### config.mk
export PLATFORM = sky130hd
export DESIGN_NAME = prog_loader_encoder
export DESIGN_NICKNAME = d
export VERILOG_FILES = /design/src/rtl/prog_loader_encoder.sv
export SDC_FILE = /design/constraint.sdc
export NUM_CORES = 1
export LEC_CHECK = 0
export CORE_UTILIZATION = 55
export DETAILED_ROUTE_END_ITERATION = 6
export DONT_BUFFER_PORTS = 1
export PLACE_DENSITY = 0.74
export SKIP_CTS_REPAIR_TIMING = 1
export SKIP_LAST_GASP = 1
export SLEW_MARGIN = 20
export SYNTH_ARGS = -nofsm -noshare
export SYNTH_HDL_FRONTEND = slang
export SYNTH_SLANG_ARGS = --single-unit
### constraint.sdc
create_clock -name Clk -period 2.8 [get_ports Clk]
set_clock_uncertainty 0.1 [all_clocks]
set_input_delay 0.84 -clock Clk [delete_from_list [all_inputs] [get_ports Clk]]
set_output_delay 0.84 -clock Clk [all_outputs]
set_load 0.01 [all_outputs]
### src/rtl/prog_loader_encoder.sv
// Streaming instruction encoder/loader: validates each opcode, packs {op, arg} into a
// machine word and writes the program sequentially into instruction memory from address 0.
module prog_loader_encoder #(
    parameter int IW  = 9,
    parameter int OPW = 4,
    parameter int AW  = 8
) (
    input  logic           Clk,
    input  logic           Reset,
    input  logic           Start,
    input  logic           InValid,
    output logic           InReady,
    input  logic [OPW-1:0] InOp,
    input  logic [4:0]     InArg,
    input  logic           InLast,
    output logic           WrEn,
    output logic [AW-1:0]  WrAddr,
    output logic [IW-1:0]  WrData,
    output logic           Busy,
    output logic           Done,
    output logic           Err,
    output logic [1:0]     ErrCode,
    output logic [AW:0]    Count
);

    typedef enum logic [1:0] {
        IDLE  = 2'd0,
        LOAD  = 2'd1,
        DONE  = 2'd2,
        ERROR = 2'd3
    } state_t;

    // Highest legal opcode (NEQ); 14 and 15 are unassigned in the instruction map.
    localparam logic [OPW-1:0] LAST_OP = OPW'(13);

    state_t          stateReg, stateNext;
    logic [AW-1:0]   ptrReg, ptrNext;
    logic [AW:0]     countReg, countNext;
    logic            errReg, errNext;
    logic [1:0]      errCodeReg, errCodeNext;
    logic            wrEnReg, wrEnNext;
    logic [AW-1:0]   wrAddrReg, wrAddrNext;
    logic [IW-1:0]   wrDataReg, wrDataNext;
    logic            readyReg, busyReg, doneReg;
    logic            accept;

    always_ff @(posedge Clk or posedge Reset) begin
        if (Reset) begin
            stateReg   <= IDLE;
            ptrReg     <= '0;
            countReg   <= '0;
            errReg     <= 1'b0;
            errCodeReg <= 2'd0;
            wrEnReg    <= 1'b0;
            wrAddrReg  <= '0;
            wrDataReg  <= '0;
            readyReg   <= 1'b0;
            busyReg    <= 1'b0;
            doneReg    <= 1'b0;
        end else begin
            stateReg   <= stateNext;
            ptrReg     <= ptrNext;
            countReg   <= countNext;
            errReg     <= errNext;
            errCodeReg <= errCodeNext;
            wrEnReg    <= wrEnNext;
            wrAddrReg  <= wrAddrNext;
            wrDataReg  <= wrDataNext;
            // Status outputs are flops fed from the next state, so they carry no path from InValid.
            readyReg   <= (stateNext == LOAD);
            busyReg    <= (stateNext == LOAD);
            doneReg    <= (stateNext == DONE);
        end
    end

    always_comb begin
        stateNext   = stateReg;
        ptrNext     = ptrReg;
        countNext   = countReg;
        errNext     = errReg;
        errCodeNext = errCodeReg;
        wrEnNext    = 1'b0;
        wrAddrNext  = wrAddrReg;
        wrDataNext  = wrDataReg;
        accept      = InValid && readyReg;

        case (stateReg)
            IDLE, ERROR: begin
                if (Start) begin
                    stateNext   = LOAD;
                    ptrNext     = '0;
                    countNext   = '0;
                    errNext     = 1'b0;
                    errCodeNext = 2'd0;
                end
            end
            LOAD: begin
                if (accept) begin
                    if (InOp <= LAST_OP) begin
                        wrEnNext   = 1'b1;
                        wrAddrNext = ptrReg;
                        wrDataNext = {InOp, InArg};
                        ptrNext    = ptrReg + 1'b1;
                        countNext  = countReg + 1'b1;
                        if (InLast) begin
                            stateNext = DONE;
                        end else if (ptrReg == {AW{1'b1}}) begin
                            // Last address filled with more program still to come.
                            stateNext   = ERROR;
                            errNext     = 1'b1;
                            errCodeNext = 2'd2;
                        end
                    end else begin
                        stateNext   = ERROR;
                        errNext     = 1'b1;
                        errCodeNext = 2'd1;
                    end
                end
            end
            DONE:    stateNext = IDLE;
            default: stateNext = IDLE;
        endcase
    end

    assign InReady = readyReg;
    assign Busy    = busyReg;
    assign Done    = doneReg;
    assign WrEn    = wrEnReg;
    assign WrAddr  = wrAddrReg;
    assign WrData  = wrDataReg;
    assign Err     = errReg;
    assign ErrCode = errCodeReg;
    assign Count   = countReg;

endmodule

==> run metrics <==
path type of the worst min-delay path input pin to async pin; post-synth net total 191; DRC violations left 0; starting DRC count in detailed routing 63; # port buffers 0; period utilization 0.787; total wire length 3.92 mm; Inserted Diodes 0; reg-to-reg critical path endpoint Count[5]$_DFFE_PP0P_; CP Capture Type flop; Global Route met1 Usage 0.279; Most Crowded Layer GR met2; CTS Sinks 42; Fmax 0.454 GHz; final hold violations 0; WHS 313 ps; Inserted Clock Buffers 5; Nets 194; Power Dens Cells 895 nW/µm²; critical path launch point type flop; area leader, netlist dfrtp_1; largest net degree at the start of global routing 25; Die W 61.6 µm; MaxCap Viol Count 0; Die Span Y 61.6 µm; crit path DAT 2380 ps; Setup TNS 0 ps; CTS tree done; vias per std cell 6.26; VDD IR max 575 µV; Max Slew Vio Count 0; Tot GR Track Use 0.227; Layout area overhead 7.49%; via count 1,402; Slew @ Worst Pin 374 ps; core area 3360 µm²; RSZ-0062 raised after global routing no; post-synthesis sequential area ratio 0.537; Ports 47; worst skew pair latency 340 ps; Final ANT Viol Nets 0; routing usage on met2 0.375; Synth Area per Inst 11.2 µm²; GR Util met3 0.0546; router iterations before antenna repair 4; Fillers 314; Leak 0.956 nW; dpl hpwl 2.77 mm; share of cells above drive strength 1 0.180; Ys Warns 0; Worst Setup SP stateReg[1]$_DFF_PP0_; Reg clk slew, reported paths 120 ps; CTS Buffer Depth 2; outcome complete, no violations; Seq cells post-synth 42; Initial Util 0.581; die area 3800 µm²; count of unique library cells instantiated by Yosys 37; CP required 2980 ps; clock root cell clkbuf_4; reg-to-reg critical path startpoint stateReg[1]$_DFF_PP0_; Syn Std Cell Area 1960 µm²; GP Congestion 0.791; final design utilization 0.625; H-tree depth 2; worst reg-to-reg path cell count 6; cells taking the most area after synthesis dfrtp_1 (54%), mux2_2 (9.2%), a21oi_1 (2.6%), nand3_1 (2.6%), nand4_1 (2.6%); first-pass GRT wire length 6.15 mm; wire per inst 17.5 µm; headroom to the max-slew limit 0.744; Setup CP Type flop to flop; cell count after placement 216; FF-to-FF setup slack 600 ps; Register Area 1050 µm²; crit path max fanout 22; Tmin final 2200 ps; Mapped Cells 174; initial antenna violation count 0; Final setup viols 0; post-synth top area share 0.537; remaining global-route overflow 0; row count 21; final instance area 2100 µm²; Final Non-Filler Cells 224; vias in the first global route 1,381; DP Area 1990 µm²; area of the multi-input gates 822 µm²
-- how the worst max path moves through the flow --
stage / to / cells past startpoint
3_3_place_gp: Count[7]$_DFFE_PP0P_ / 4
5_1_grt: Count[7]$_DFFE_PP0P_ / 6
2_1_floorplan: Count[5]$_DFFE_PP0P_ / 7
3_5_place_dp: Count[5]$_DFFE_PP0P_ / 6
4_1_cts: Count[5]$_DFFE_PP0P_ / 6
6_report: Count[5]$_DFFE_PP0P_ / 6
-- cells in the mapped netlist, drive strengths merged --
library cell	instances
and2b	1
and3	1
o21ai	9
or3	5
o21a	2
mux2	17
buf	6
inv	8
o31ai	5
a22o	3
a21oi	10
a21o	1
or2	1
a31oi	2
nand3	11
xnor2	2
nand2	8
nor2	8
a21bo	1
clkbuf	2
mux2i	2
ha	3
a41oi	1
xor2	2
or4	5
a21boi	1
nor4	2
and4	1
dfrtp	42
nor3	1
nand4	8
a32oi	1
and2	2
-- flip-flops by register name (all words and copies together), names as in the netlist --
register and flops:
ptrReg 8, Busy 1, Count 9, ErrCode 2
Err 1, WrAddr 8, WrEn 1, stateReg 2
Done 1, WrData 9
-- cell type report --
class,count,area share
Clock buffer,6,0.0244
Multi-Input combinational cell,116,0.391
Sequential cell,42,0.500
Timing Repair Buffer,4,0.0143
Tap cell,46,0.0274
Clock inverter,2,0.0286
Inverter,8,0.0143
-- kinds of logic (layout without fill, tap and decap cells) --
family / Yosys count / in the layout / share of synthesized area
and+or+nand+nor: 54 / 54 / 0.156
xor gates and xnor gates: 4 / 4 / 0.0179
AOI/OAI and AO/OA: 36 / 36 / 0.117
DFF: 42 / 42 / 0.537
buffers and inverters: 16 / 20 / 0.0422
muxes: 19 / 19 / 0.110
adders and majority gates: 3 / 3 / 0.0192
-- per-stage QoR --
step	power [W]	worst slack (ps)
6_report	0.00188	597
5_1_grt	0.00199	445
4_1_cts	0.00190	619
3_5_place_dp	0.00140	647
3_3_place_gp	0.00136	732
2_1_floorplan	0.00132	768
-- metal layers --
| metal | wire (µm) | vias up | share of wire |
|---|---|---|---|
| li1 | - | 655 | - |
| met4 | 52 | 0 | 0.013 |
| met5 | 0 | - | 0 |
| met1 | 1560 | 700 | 0.40 |
| met2 | 2090 | 41 | 0.53 |
| met3 | 221 | 6 | 0.056 |
-- layout by cell type, fill, tap and decap left out, drive strengths merged, types with 2 or more instances in the layout --
cell and instances:
nand3 11, nand2 8, dfrtp 42, a22o 3, bufinv 2, ha 3, or4 5, and2 2
o31ai 5, xnor2 2, or3 5, clkbuf 6, xor2 2, nor4 2, o21ai 9, nand4 8
mux2 17, a31oi 2, inv 8, nor2 8, mux2i 2, buf 4, a21oi 10, o21a 2
-- worst max-delay path, cell delays in order, from the launching register on --
cell and delay (ps):
dfrtp_1 410, inv_1 60, ha_1 390, mux2_4 270, nand3_4 180, or4_1 550
a21oi_1 160
-- power breakdown --
| group | switching [W] | internal [W] |
|---|---|---|
| Combinational | 0.000281 | 0.000207 |
| Clock | 0.000193 | 0.000302 |
| Sequential | 0.000167 | 0.000732 |
(Power assumes the default switching activity.)
